## src/rtl/vc_frame_scheduler_pkg.sv

```systemverilog
// Shared types and defaults for the per-TX-port virtual-channel frame scheduler.
package vc_frame_scheduler_pkg;

  typedef enum logic [1:0] {
    IDLE,
    XFER,
    IFG
  } sched_state_e;

  localparam int C_DEFAULT_NUM_VC      = 3;
  localparam int C_DEFAULT_IFG_CYCLES  = 12;
  localparam int C_DEFAULT_STALL_LIMIT = 64;

endpackage

```

## src/rtl/vc_frame_scheduler_if.sv

```systemverilog
// Queue-side bundle between one TX port scheduler and its VC queues / data mux.
interface vc_frame_scheduler_if #(
  parameter int P_NUM_VC = 3
);

  localparam int SEL_W = $clog2(P_NUM_VC);

  logic                enable_i;
  logic [P_NUM_VC-1:0] vc_empty_i;
  logic [P_NUM_VC-1:0] vc_eof_i;
  logic [P_NUM_VC-1:0] vc_read_o;
  logic [SEL_W-1:0]    sel_o;
  logic                tx_ctrl_o;
  logic                busy_o;
  logic                abort_o;

  modport master (
    output enable_i, vc_empty_i, vc_eof_i,
    input  vc_read_o, sel_o, tx_ctrl_o, busy_o, abort_o
  );

  modport slave (
    input  enable_i, vc_empty_i, vc_eof_i,
    output vc_read_o, sel_o, tx_ctrl_o, busy_o, abort_o
  );

endinterface

```

## src/rtl/vc_frame_scheduler_rr_pick.sv

```systemverilog
// Rotate-priority picker: first requester strictly after last_i, wrapping to index 0.
module vc_frame_scheduler_rr_pick #(
  parameter  int P_WIDTH = 3,
  localparam int IDX_W   = $clog2(P_WIDTH)
) (
  input  logic [P_WIDTH-1:0] req_i,
  input  logic [IDX_W-1:0]   last_i,
  output logic [P_WIDTH-1:0] onehot_o,
  output logic [IDX_W-1:0]   idx_o,
  output logic               valid_o
);

  logic             hit_hi;
  logic             hit_lo;
  logic [IDX_W-1:0] idx_hi;
  logic [IDX_W-1:0] idx_lo;

  always_comb begin
    // NOTE: every signal written here gets a default first, so no path can infer a latch.
    hit_hi = 1'b0;
    hit_lo = 1'b0;
    idx_hi = '0;
    idx_lo = '0;
    // Descending scan: the lowest index in each half is the one left standing.
    for (int i = P_WIDTH - 1; i >= 0; i--) begin
      if (req_i[i]) begin
        if (IDX_W'(i) > last_i) begin
          hit_hi = 1'b1;
          idx_hi = IDX_W'(i);
        end else begin
          hit_lo = 1'b1;
          idx_lo = IDX_W'(i);
        end
      end
    end
    valid_o  = hit_hi | hit_lo;
    idx_o    = hit_hi ? idx_hi : idx_lo;
    onehot_o = valid_o ? (P_WIDTH'(1) << idx_o) : '0;
  end

endmodule

```

## src/rtl/vc_frame_scheduler.sv

```systemverilog
// Per-TX-port frame scheduler: round-robin grant held for a whole frame, forced
// inter-frame gap, and abort of frames whose queue starves mid-frame.
module vc_frame_scheduler
  import vc_frame_scheduler_pkg::*;
#(
  parameter int P_NUM_VC      = C_DEFAULT_NUM_VC,
  parameter int P_IFG_CYCLES  = C_DEFAULT_IFG_CYCLES,
  parameter int P_STALL_LIMIT = C_DEFAULT_STALL_LIMIT
) (
  input logic                 clk_i,
  input logic                 rst_i,
  vc_frame_scheduler_if.slave bus
);

  localparam int SEL_W   = $clog2(P_NUM_VC);
  localparam int IFG_W   = $clog2(P_IFG_CYCLES + 1);
  localparam int STALL_W = $clog2(P_STALL_LIMIT + 1);

  sched_state_e        state_q, state_d;
  logic [P_NUM_VC-1:0] gnt_q, gnt_d;
  logic [SEL_W-1:0]    sel_q, sel_d;
  logic [SEL_W-1:0]    last_q, last_d;
  logic [IFG_W-1:0]    ifg_cnt_q, ifg_cnt_d;
  logic [STALL_W-1:0]  stall_cnt_q, stall_cnt_d;

  logic [P_NUM_VC-1:0] req;
  logic [P_NUM_VC-1:0] pick_onehot;
  logic [SEL_W-1:0]    pick_idx;
  logic                pick_valid;
  logic                arb_now;
  logic [P_NUM_VC-1:0] vc_read;
  logic                abort;

  assign req = ~bus.vc_empty_i & {P_NUM_VC{bus.enable_i}};

  // One picker serves both the IDLE decision and the last IFG cycle.
  vc_frame_scheduler_rr_pick #(
    .P_WIDTH (P_NUM_VC)
  ) u_rr_pick (
    .req_i    (req),
    .last_i   (last_q),
    .onehot_o (pick_onehot),
    .idx_o    (pick_idx),
    .valid_o  (pick_valid)
  );

  always_ff @(posedge clk_i) begin
    // NOTE: sequential state uses non-blocking assignments only, so every register samples pre-edge values.
    if (rst_i) begin
      state_q     <= IDLE;
      gnt_q       <= '0;
      sel_q       <= '0;
      last_q      <= SEL_W'(P_NUM_VC - 1);
      ifg_cnt_q   <= '0;
      stall_cnt_q <= '0;
    end else begin
      state_q     <= state_d;
      gnt_q       <= gnt_d;
      sel_q       <= sel_d;
      last_q      <= last_d;
      ifg_cnt_q   <= ifg_cnt_d;
      stall_cnt_q <= stall_cnt_d;
    end
  end

  always_comb begin
    state_d     = state_q;
    gnt_d       = gnt_q;
    sel_d       = sel_q;
    last_d      = last_q;
    ifg_cnt_d   = ifg_cnt_q;
    stall_cnt_d = stall_cnt_q;
    vc_read     = '0;
    abort       = 1'b0;
    arb_now     = 1'b0;

    unique case (state_q)
      IDLE: arb_now = 1'b1;
      XFER: begin
        // Read strobe comes straight from the FWFT empty flag: no added latency.
        vc_read = gnt_q & ~bus.vc_empty_i;
        if (|vc_read) begin
          stall_cnt_d = '0;
          if (bus.vc_eof_i[sel_q]) begin
            state_d   = IFG;
            gnt_d     = '0;
            ifg_cnt_d = IFG_W'(P_IFG_CYCLES - 1);
          end
        end else if (stall_cnt_q == STALL_W'(P_STALL_LIMIT - 1)) begin
          abort       = 1'b1;
          stall_cnt_d = '0;
          state_d     = IFG;
          gnt_d       = '0;
          ifg_cnt_d   = IFG_W'(P_IFG_CYCLES - 1);
        end else begin
          stall_cnt_d = stall_cnt_q + STALL_W'(1);
        end
      end
      IFG: begin
        if (ifg_cnt_q == '0) arb_now = 1'b1;
        else                 ifg_cnt_d = ifg_cnt_q - IFG_W'(1);
      end
      default: state_d = IDLE;
    endcase

    if (arb_now) begin
      state_d = pick_valid ? XFER : IDLE;
      if (pick_valid) begin
        gnt_d  = pick_onehot;
        sel_d  = pick_idx;
        last_d = pick_idx;
      end
    end
  end

  assign bus.vc_read_o = vc_read;
  assign bus.tx_ctrl_o = |vc_read;
  assign bus.sel_o     = sel_q;
  assign bus.busy_o    = (state_q != IDLE);
  assign bus.abort_o   = abort;

  a_read_onehot0 : assert property (@(posedge clk_i) disable iff (rst_i)
    $onehot0(bus.vc_read_o));
  a_no_read_empty : assert property (@(posedge clk_i) disable iff (rst_i)
    (bus.vc_read_o & bus.vc_empty_i) == '0);

endmodule

```

## src/flat_wrapper.sv

```systemverilog
// flat-port wrapper written by rule: the top's interface ports become plain ports
module vc_frame_scheduler_flat import vc_frame_scheduler_pkg::*;
#(
  parameter int P_NUM_VC      = C_DEFAULT_NUM_VC,
  parameter int P_IFG_CYCLES  = C_DEFAULT_IFG_CYCLES,
  parameter int P_STALL_LIMIT = C_DEFAULT_STALL_LIMIT
)
  (clk_i, rst_i, bus_enable_i, bus_vc_empty_i, bus_vc_eof_i, bus_vc_read_o, bus_sel_o, bus_tx_ctrl_o, bus_busy_o, bus_abort_o);
  vc_frame_scheduler_if #(.P_NUM_VC(P_NUM_VC)) bus_i ();
  input logic clk_i;
  input logic rst_i;
  input wire logic [$bits(bus_i.enable_i)-1:0] bus_enable_i;
  input wire logic [$bits(bus_i.vc_empty_i)-1:0] bus_vc_empty_i;
  input wire logic [$bits(bus_i.vc_eof_i)-1:0] bus_vc_eof_i;
  output wire logic [$bits(bus_i.vc_read_o)-1:0] bus_vc_read_o;
  output wire logic [$bits(bus_i.sel_o)-1:0] bus_sel_o;
  output wire logic [$bits(bus_i.tx_ctrl_o)-1:0] bus_tx_ctrl_o;
  output wire logic [$bits(bus_i.busy_o)-1:0] bus_busy_o;
  output wire logic [$bits(bus_i.abort_o)-1:0] bus_abort_o;
  assign bus_i.enable_i = bus_enable_i;
  assign bus_i.vc_empty_i = bus_vc_empty_i;
  assign bus_i.vc_eof_i = bus_vc_eof_i;
  assign bus_vc_read_o = bus_i.vc_read_o;
  assign bus_sel_o = bus_i.sel_o;
  assign bus_tx_ctrl_o = bus_i.tx_ctrl_o;
  assign bus_busy_o = bus_i.busy_o;
  assign bus_abort_o = bus_i.abort_o;
  vc_frame_scheduler #(.P_NUM_VC(P_NUM_VC), .P_IFG_CYCLES(P_IFG_CYCLES), .P_STALL_LIMIT(P_STALL_LIMIT)) u_core (.clk_i(clk_i), .rst_i(rst_i), .bus(bus_i));
endmodule
```

## config.mk

```make
export PLATFORM = sky130hd
export DESIGN_NAME = vc_frame_scheduler_flat
export DESIGN_NICKNAME = d
export VERILOG_FILES = /design/src/rtl/vc_frame_scheduler_pkg.sv /design/src/rtl/vc_frame_scheduler_if.sv /design/src/rtl/vc_frame_scheduler_rr_pick.sv /design/src/rtl/vc_frame_scheduler.sv /design/src/flat_wrapper.sv
export SDC_FILE = /design/constraint.sdc
export NUM_CORES = 1
export LEC_CHECK = 0
export ABC_CLOCK_PERIOD_IN_PS = 3130
export CAP_MARGIN = 20
export CORE_ASPECT_RATIO = 1.75
export CORE_MARGIN = 2
export CORE_UTILIZATION = 35
export DETAILED_ROUTE_END_ITERATION = 16
export HOLD_SLACK_MARGIN = 0.15
export PLACE_DENSITY = 0.67
export SLEW_MARGIN = 20
export SYNTH_ARGS = -nofsm -noshare
export SYNTH_HDL_FRONTEND = slang
export SYNTH_SLANG_ARGS = --single-unit
```

## constraint.sdc

```tcl
create_clock -name clk_i -period 3.13 [get_ports clk_i]
set_clock_uncertainty 0.2 [all_clocks]
set_input_delay 0.626 -clock clk_i [delete_from_list [all_inputs] [get_ports clk_i]]
set_output_delay 0.626 -clock clk_i [all_outputs]
set_load 0.03 [all_outputs]
```

==> results of run 1 <==
per-stage QoR:
| stage | hold slack (ns) | worst slack [ns] | utilization |
|---|---|---|---|
| finish | 0.244 | 0.171 | 0.446 |
| global route | 0.273 | 0.0608 | 0.446 |
| CTS | 0.246 | 0.0415 | 0.443 |
| detailed placement | 0.235 | 0.0451 | 0.428 |
| global placement | 0.233 | 0.0841 | 0.428 |
| floorplan | 0.223 | 0.869 | - |
power groups by stage:
stage,Clock (W),Sequential [W],Combinational [W]
floorplan,0,0.000266,0.0000739
global placement,0,0.000267,0.000105
detailed placement,0,0.000268,0.000108
CTS,0.000178,0.000262,0.000109
global route,0.000191,0.000264,0.000123
finish,0.000174,0.000262,0.000109
cell families (layout without fill, tap and decap cells):
group                      after synthesis  in the layout  share of synthesized area
AOI/OAI and AO/OA                       38             38                      0.228
adders and majority gates                5              5                     0.0562
buffers and inverters                   16             35                     0.0652
DFF                                     19             19                      0.342
muxes                                    2              2                     0.0191
and+or+nand+nor                         56             56                      0.290
layer usage:
layer  vias to the layer above  wire, um  global-route usage
li1                        536         -                   -
met1                       491      1060               0.168
met2                        12      1460               0.299
met3                         6        43              0.0230
met4                         0        55              0.0583
met5                         -         0                   0
worst paths after layout:
check / to / slack, ns / from / cells past startpoint
min reg2reg: u_core.stall_cnt_q[6] / 0.24 / u_core.stall_cnt_q[6] / 2
min: u_core.stall_cnt_q[6] / 0.24 / u_core.stall_cnt_q[6] / 2
max: bus_vc_read_o[0] / 0.17 / bus_vc_empty_i[0] / 4
max reg2reg: u_core.gnt_q[0] / 0.78 / u_core.state_q[0] / 7
state kept, by name, summed over array words and instances, names as in the netlist:
signal,count
u_core.gnt_q,3
u_core.stall_cnt_q,7
u_core.state_q,2
u_core.ifg_cnt_q,4
u_core.last_q,2
u_core.bus.sel_o,1
worst reg2reg max path, cell delays in order (launching register included):
cell      delay, ns
dfxtp_1        0.33
inv_1          0.09
ha_1           0.34
and4bb_2       0.34
nor2_1         0.10
or2_2          0.38
nor4_1         0.38
a41o_1         0.14
synthesized netlist by cell type, types with 2 or more instances:
| library cell | n | share of area |
|---|---|---|
| inv_1 | 8 | 0.027 |
| clkbuf_1 | 4 | 0.013 |
| nor2b_1 | 6 | 0.034 |
| nand2_1 | 12 | 0.040 |
| and2_1 | 5 | 0.028 |
| nor2_1 | 6 | 0.020 |
| nor3_1 | 4 | 0.018 |
| a311oi_1 | 2 | 0.016 |
| nor4_1 | 2 | 0.011 |
| o31ai_1 | 2 | 0.013 |
| o21ai_0 | 7 | 0.031 |
| dfxtp_1 | 19 | 0.34 |
| ha_1 | 5 | 0.056 |
| and3_1 | 2 | 0.011 |
| o211ai_1 | 3 | 0.020 |
| a21oi_1 | 12 | 0.054 |
| nand3_1 | 8 | 0.036 |
| nand4bb_1 | 2 | 0.020 |
| o22ai_1 | 3 | 0.017 |
area by class of cell:
class	count	area [sq um]	share of cell area
tap	43	53.8	0.0388
sequential	19	380	0.275
clock inverter	1	5.00	0.00361
multi-input combinational	101	666	0.481
inverter	9	33.8	0.0244
clock buffer	3	41.3	0.0298
timing repair buffer	22	205	0.148
==> summary.md, run 1 <==
| Metric | Value |
|---|---|
| Status | finished, final reports clean |
| VDD IR-drop max | 0.253 mV |
| CP required | 2.30 ns |
| CP endpoint kind | output pin |
| Layout cells sized above 1 | 0.129 |
| DRT iter0 DRCs | 25 |
| CP arrival | 2.13 ns |
| Max-cap viol count | 0 |
| Critical path's most frequent cell | clkdlybuf4s50_1 |
| Cts bufs inserted | 3 |
| Period minus WS final | 2.96 ns |
| Post-Route WL | 2630 um |
| Die W | 46.6 um |
| Mapped Avg Cell Area | 8.19 sq um |
| RSZ-0062 raised after global routing | no |
| Detailed placement HPWL | 2060 um |
| Worst-Skew Late Latency | 0.26 ns |
| Vias in the first global route | 1035 |
| First-pass GRT wire length | 4440 um |
| Worst-path fanout max | 5 |
| Cell Count, Final, Fillers Out | 198 |
| Asr flop ratio synth | 0 |
| Final Max Slew Viols | 0 |
| Root Buffer | clkbuf_8 |
| Worst-path cell chain | clkdlybuf4s50_1 -> nor2b_2 -> and2_1 -> clkdlybuf4s50_1 |
| GRT Overall Usage | 0.160 |
| Worst Max-Slew Pin Slew | 0.493 ns |
| Largest net degree at the start of global routing | 12 |
| Sw Share | 0.282 |
| Post-synth EDFFs | 0 |
| Clk buf depth | 2 |
| Internal | 0.000392 W |
| Post-route DRC violation count | 0 |
| Library cells used by synthesis | 43 |
| Htree depth | 1 |
| Cell family with the largest share of critical-path delay | buffers and inverters |
| Placed Instance Area | 1330 sq um |
| Worst Path Buf+Inv | 2 |
| Commonest non-fill, non-tap cell in the layout | dfxtp_1 |
| Via Count | 1045 |
| Routed len/inst | 13.3 um |
| Placer congestion estimate | 0.819 |
| Most used DFF post-synth | dfxtp_1 |
| Ys Warns | 0 |
| Pwr/cell area | 394 nW/um^2 |
| Nets | 170 |
| Placed Cells | 194 |
| Commonest non-fill, non-tap cells in the layout | dfxtp_1, clkdlybuf4s50_1, nand2_1, a21oi_1 |
| Yosys reg bits | 19 |
| Synthesized Nets | 150 |
| Antenna diodes | 0 |
| Setup tns final | 0 ns |
| I/O pin count | 17 |
| Die height | 78.6 um |
| Port buffer count | 16 |
| Antenna viol nets, final | 0 |
| Hold Buf Count CTS | 0 |
| Slew headroom | 0.668 |
| Initial Util | 0.358 |
| Cell count after synthesis | 136 |
| Switch Pwr | 0.000154 W |
| FMAX | 338 MHz |
| TritonCTS Sinks | 19 |
| Sequential area share after synthesis | 0.342 |
| Synth Cell Area | 1110 sq um |
| CP Class | in -> out |
| Post-CTS Resized | 0 |
| GR Overflow Total | 0 |
| Critical Path Start Type | input port |
| Initial antenna violation count | 0 |
| Syn-to-layout area delta | 24.4% |
| Die ar. | 3670 sq um |
| Tot Pwr | 0.000545 W |
| Sequential Power Share | 0.481 |
| Core area | 3110 sq um |
| P_leak | 0.529 nW |
| Pre-antenna DRT Iters | 2 |
| Worst hold path class | reg -> reg |
| Worst path max stage delay | 0.66 ns |
| TritonCTS clock tree | yes |
| Filler cells | 318 |
| Final Hold Fails | 0 |
| Slowest CP cell | clkdlybuf4s50_1 |
| Logic pwr share | 0.200 |
| Clock power share | 0.319 |
| Postcts setup bufs | 0 |
| Final setup viols | 0 |
| Clock-pin transition on the worst setup and hold timing paths | 0.07 ns |
| Final design area excluding fillers | 1390 sq um |
| Vias/cell | 5.28 |
| Period utilisation layout | 0.945 |
| FP Rows | 27 |
No activity file was read; power rests on OpenSTA's default activity.
==> run 2: changes to the inputs <==
--- a/config.mk
+++ b/config.mk
@@ -6,7 +6,7 @@
 export NUM_CORES = 1
 export LEC_CHECK = 0
 export ABC_CLOCK_PERIOD_IN_PS = 3130
-export CAP_MARGIN = 20
+export CAP_MARGIN = 25
 export CORE_ASPECT_RATIO = 1.75
 export CORE_MARGIN = 2
 export CORE_UTILIZATION = 35
==> results of run 2 <==
Same layout as run 1: the final DEF is identical, and so are final timing and power.
==> run 3: changes to the inputs <==
--- a/config.mk
+++ b/config.mk
@@ -5,14 +5,16 @@
 export SDC_FILE = /design/constraint.sdc
 export NUM_CORES = 1
 export LEC_CHECK = 0
+export ABC_AREA = 1
 export ABC_CLOCK_PERIOD_IN_PS = 3130
 export CAP_MARGIN = 25
 export CORE_ASPECT_RATIO = 1.75
 export CORE_MARGIN = 2
 export CORE_UTILIZATION = 35
+export CTS_BUF_LIST = sky130_fd_sc_hd__clkbuf_16
 export DETAILED_ROUTE_END_ITERATION = 16
 export HOLD_SLACK_MARGIN = 0.15
-export PLACE_DENSITY = 0.67
+export PLACE_DENSITY = 0.66
 export SLEW_MARGIN = 20
 export SYNTH_ARGS = -nofsm -noshare
 export SYNTH_HDL_FRONTEND = slang
==> summary.md, run 3 <==
| Metric | Value |
|---|---|
| TritonCTS clock tree | yes |
| Ys Warns | 0 (unchanged) |
| CP Class | in -> out |
| Largest net degree at the start of global routing | 15 (+3) |
| Hold Crit Start | u_core.stall_cnt_q[6] |
| DRT iter0 DRCs | 28 (+12%) |
| Final Hold Fails | 0 (unchanged) |
| CP arrival | 2.04 ns (-0.09 ns) |
| Placer congestion estimate | 0.766 (-6.4%) |
| Hold Buf Count CTS | 0 (unchanged) |
| Max-cap viol count | 0 (unchanged) |
| Reg-to-reg critical path startpoint | u_core.state_q[1] |
| Post-route DRC violation count | 0 (unchanged) |
| Via Count | 1099 (+5.2%) |
| Status | finished, final reports clean |
| CP required | 2.30 ns (about the same) |
| Port buffer count | 16 (unchanged) |
| Largest register by flop count | u_core.stall_cnt_q |
| Commonest non-fill, non-tap cell in the layout | nand2_1 |
| Synth top area cells | dfxtp_1, nand2_1, inv_1 |
| Slowest CP cell | clkdlybuf4s50_1 |
| FP Rows | 28 (+3.7%) |
| Critical path's most frequent cell | clkdlybuf4s50_1 |
| Cell count after synthesis | 169 (+24%) |
| Library cells used by synthesis | 30 (-30%) |
| Post-CTS Resized | 0 (unchanged) |
| Htree depth | 1 (unchanged) |
| Initial antenna violation count | 0 (unchanged) |
| Routed len/inst | 10.8 um (-18%) |
| Die W | 47.9 um (+2.8%) |
| Cts bufs inserted | 3 (unchanged) |
| Top Registers | u_core.stall_cnt_q: 7 flops, u_core.ifg_cnt_q: 4 flops, u_core.gnt_q: 3 flops |
| Postcts setup bufs | 0 (unchanged) |
| Clock-pin transition on the worst setup and hold timing paths | 0.05 ns (-0.02 ns) |
| Die height | 80.9 um (+2.9%) |
| Antenna diodes | 0 (unchanged) |
| Yosys top cell by area | dfxtp_1 |
| Vias in the first global route | 1036 (+0.097%) |
| Worst-path cell chain | clkdlybuf4s50_1 -> inv_2 -> nand3_2 -> nand3_4 -> clkdlybuf4s50_1 |
| Worst R2R End | u_core.gnt_q[2] |
| Largest register FFs | 7 (unchanged) |
| R2r worst-path depth | 8 (+1) |
| Antenna viol nets, final | 0 (unchanged) |
| Final Max Slew Viols | 0 (unchanged) |
| Layout cells sized above 1 | 0.154 (+0.0252) |
| Post-Route WL | 2520 um (-4.0%) |
| Sequential area share after synthesis | 0.322 (-0.0199) |
| RSZ-0062 raised after global routing | no |
| Pre-antenna DRT Iters | 4 (+2) |
| Commonest non-fill, non-tap cells in the layout | nand2_1, inv_1, dfxtp_1 |
| P_leak | 0.677 nW (+28%) |
| Critical Path Start Type | input port |
| Root Buffer | clkbuf_16 |
| Top cells by count, synth | nand2_1, inv_1, dfxtp_1 |
| Initial Util | 0.359 (+0.000750) |
| Pwr/cell area | 503 nW/um^2 (+28%) |
| Most used DFF post-synth | dfxtp_1 |
| VDD IR-drop max | 0.260 mV (+2.6%) |
| Worst path max stage delay | 0.68 ns (+0.02 ns) |
| Nets | 203 (+19%) |
| Setup tns final | 0 ns (unchanged) |
| CP endpoint kind | output pin |
| Yosys reg bits | 19 (unchanged) |
| Final core utilization | 0.446 (about the same) |
| Period minus WS final | 2.86 ns (-0.0973 ns) |
| Worst-Skew Late Latency | 0.25 ns (about the same) |
| Worst Max-Slew Pin Slew | 0.311 ns (-0.182 ns) |
| Syn-to-layout area delta | 24.1% |
| Vias/cell | 4.72 (-11%) |
| Area share of the largest cell type after synthesis | 0.322 (-0.0199) |
| Clk buf depth | 2 (unchanged) |
| First-pass GRT wire length | 4190 um (-5.6%) |
| Start point of the critical path | bus_vc_empty_i[0] |
| Synthesized Nets | 183 (+22%) |
| Filler cells | 355 (+12%) |
| GRT Overall Usage | 0.153 (-0.00706) |
| Die ar. | 3880 sq um (+5.8%) |
| Worst Setup EP | bus_tx_ctrl_o |
| Reg2reg setup slack | 1.31 ns (+0.53 ns) |
| Slew headroom | 0.792 (+0.124) |
| Count leader, synth | nand2_1 |
| Worst hold path class | reg -> reg |
| Core area | 3290 sq um (+6.0%) |
| Final setup viols | 0 (unchanged) |
| Synth Cell Area | 1180 sq um (+6.2%) |
| GR Overflow Total | 0 (unchanged) |
| Period utilisation layout | 0.914 (-0.0311) |
| Worst-path fanout max | 4 (-1) |
| Detailed placement HPWL | 1990 um (-3.5%) |
| Asr flop ratio synth | 0 (unchanged) |
| I/O pin count | 17 (unchanged) |
| Mapped Avg Cell Area | 7.00 sq um (-15%) |
| TritonCTS Sinks | 19 (unchanged) |
| Post-synth EDFFs | 0 (unchanged) |
| FMAX | 349 MHz (+3.4%) |
-- run 3: changes by cell type after synthesis, sizes merged, moves of 5 or more --
cell   before  now
nand2      12   44
inv         9   29
nor2        6   16
nand3       8   15
nor2b       6    0
nand4       0    5
-- run 3: cell type report --
class	count	area, sq um	share of cell area
flip-flops and latches	19	380	0.259
well taps	45	56.3	0.0384
repair buffers	18	173	0.118
clock inverters	1	3.75	0.00256
inverters	29	109	0.0742
clock buffers	3	75.1	0.0512
multi-input cells	118	671	0.457
-- run 3: worst min path at each step --
stage / end / slack (ns) / cells after the start
after floorplan: u_core.stall_cnt_q[6] / 0.23 / 2
after global placement: u_core.stall_cnt_q[6] / 0.24 / 2
after detailed placement: u_core.stall_cnt_q[6] / 0.25 / 2
after CTS: u_core.stall_cnt_q[6] / 0.25 / 2
after global routing: u_core.stall_cnt_q[6] / 0.26 / 2
final: u_core.stall_cnt_q[6] / 0.25 / 2
-- run 3: logic make-up (layout without fill, tap and decap cells) --
logic type,count (synthesis),count (layout),synth area share
buf+inv,32,51,0.111
flops,19,19,0.322
compound gates,22,22,0.105
simple gates,90,90,0.402
xor+xnor,1,1,0.00741
fa+ha+maj,5,5,0.0529
-- run 3: worst max-delay path, delay by kind of cell --
family,cells,cell delay (ns)
simple gates,2,0.22
buf+inv,3,1.18
-- run 3: power by group --
group / internal (W) / switching [W] / leakage, nW
Combinational: 0.0000798 / 0.000120 / 0.479
Clock: 0.000170 / 0.0000878 / 0.0423
Sequential: 0.000264 / 0.0000168 / 0.155
-- run 3: stage by stage --
| step | power [W] | cells | cell area, sq um | setup slack [ns] | hold slack, ns |
|---|---|---|---|---|---|
| after detailed placement | 0.000487 | 229 | 1390 | 0.264 | 0.247 |
| final | 0.000738 | 233 | 1470 | 0.269 | 0.249 |
| after CTS | 0.000749 | 233 | 1470 | 0.263 | 0.254 |
| after global placement | 0.000485 | 229 | 1390 | 0.280 | 0.243 |
| after floorplan | 0.000434 | 169 | 1180 | 1.10 | 0.229 |
| after global routing | 0.000786 | 233 | 1470 | 0.183 | 0.262 |
-- run 3: routing by layer --
layer / track usage / routed length, um / up-vias
met5: 0 / 0 / -
met4: 0.0892 / 59 / 0
met3: 0.0222 / 42 / 4
met2: 0.277 / 1430 / 10
met1: 0.151 / 993 / 504
li1: - / - / 581
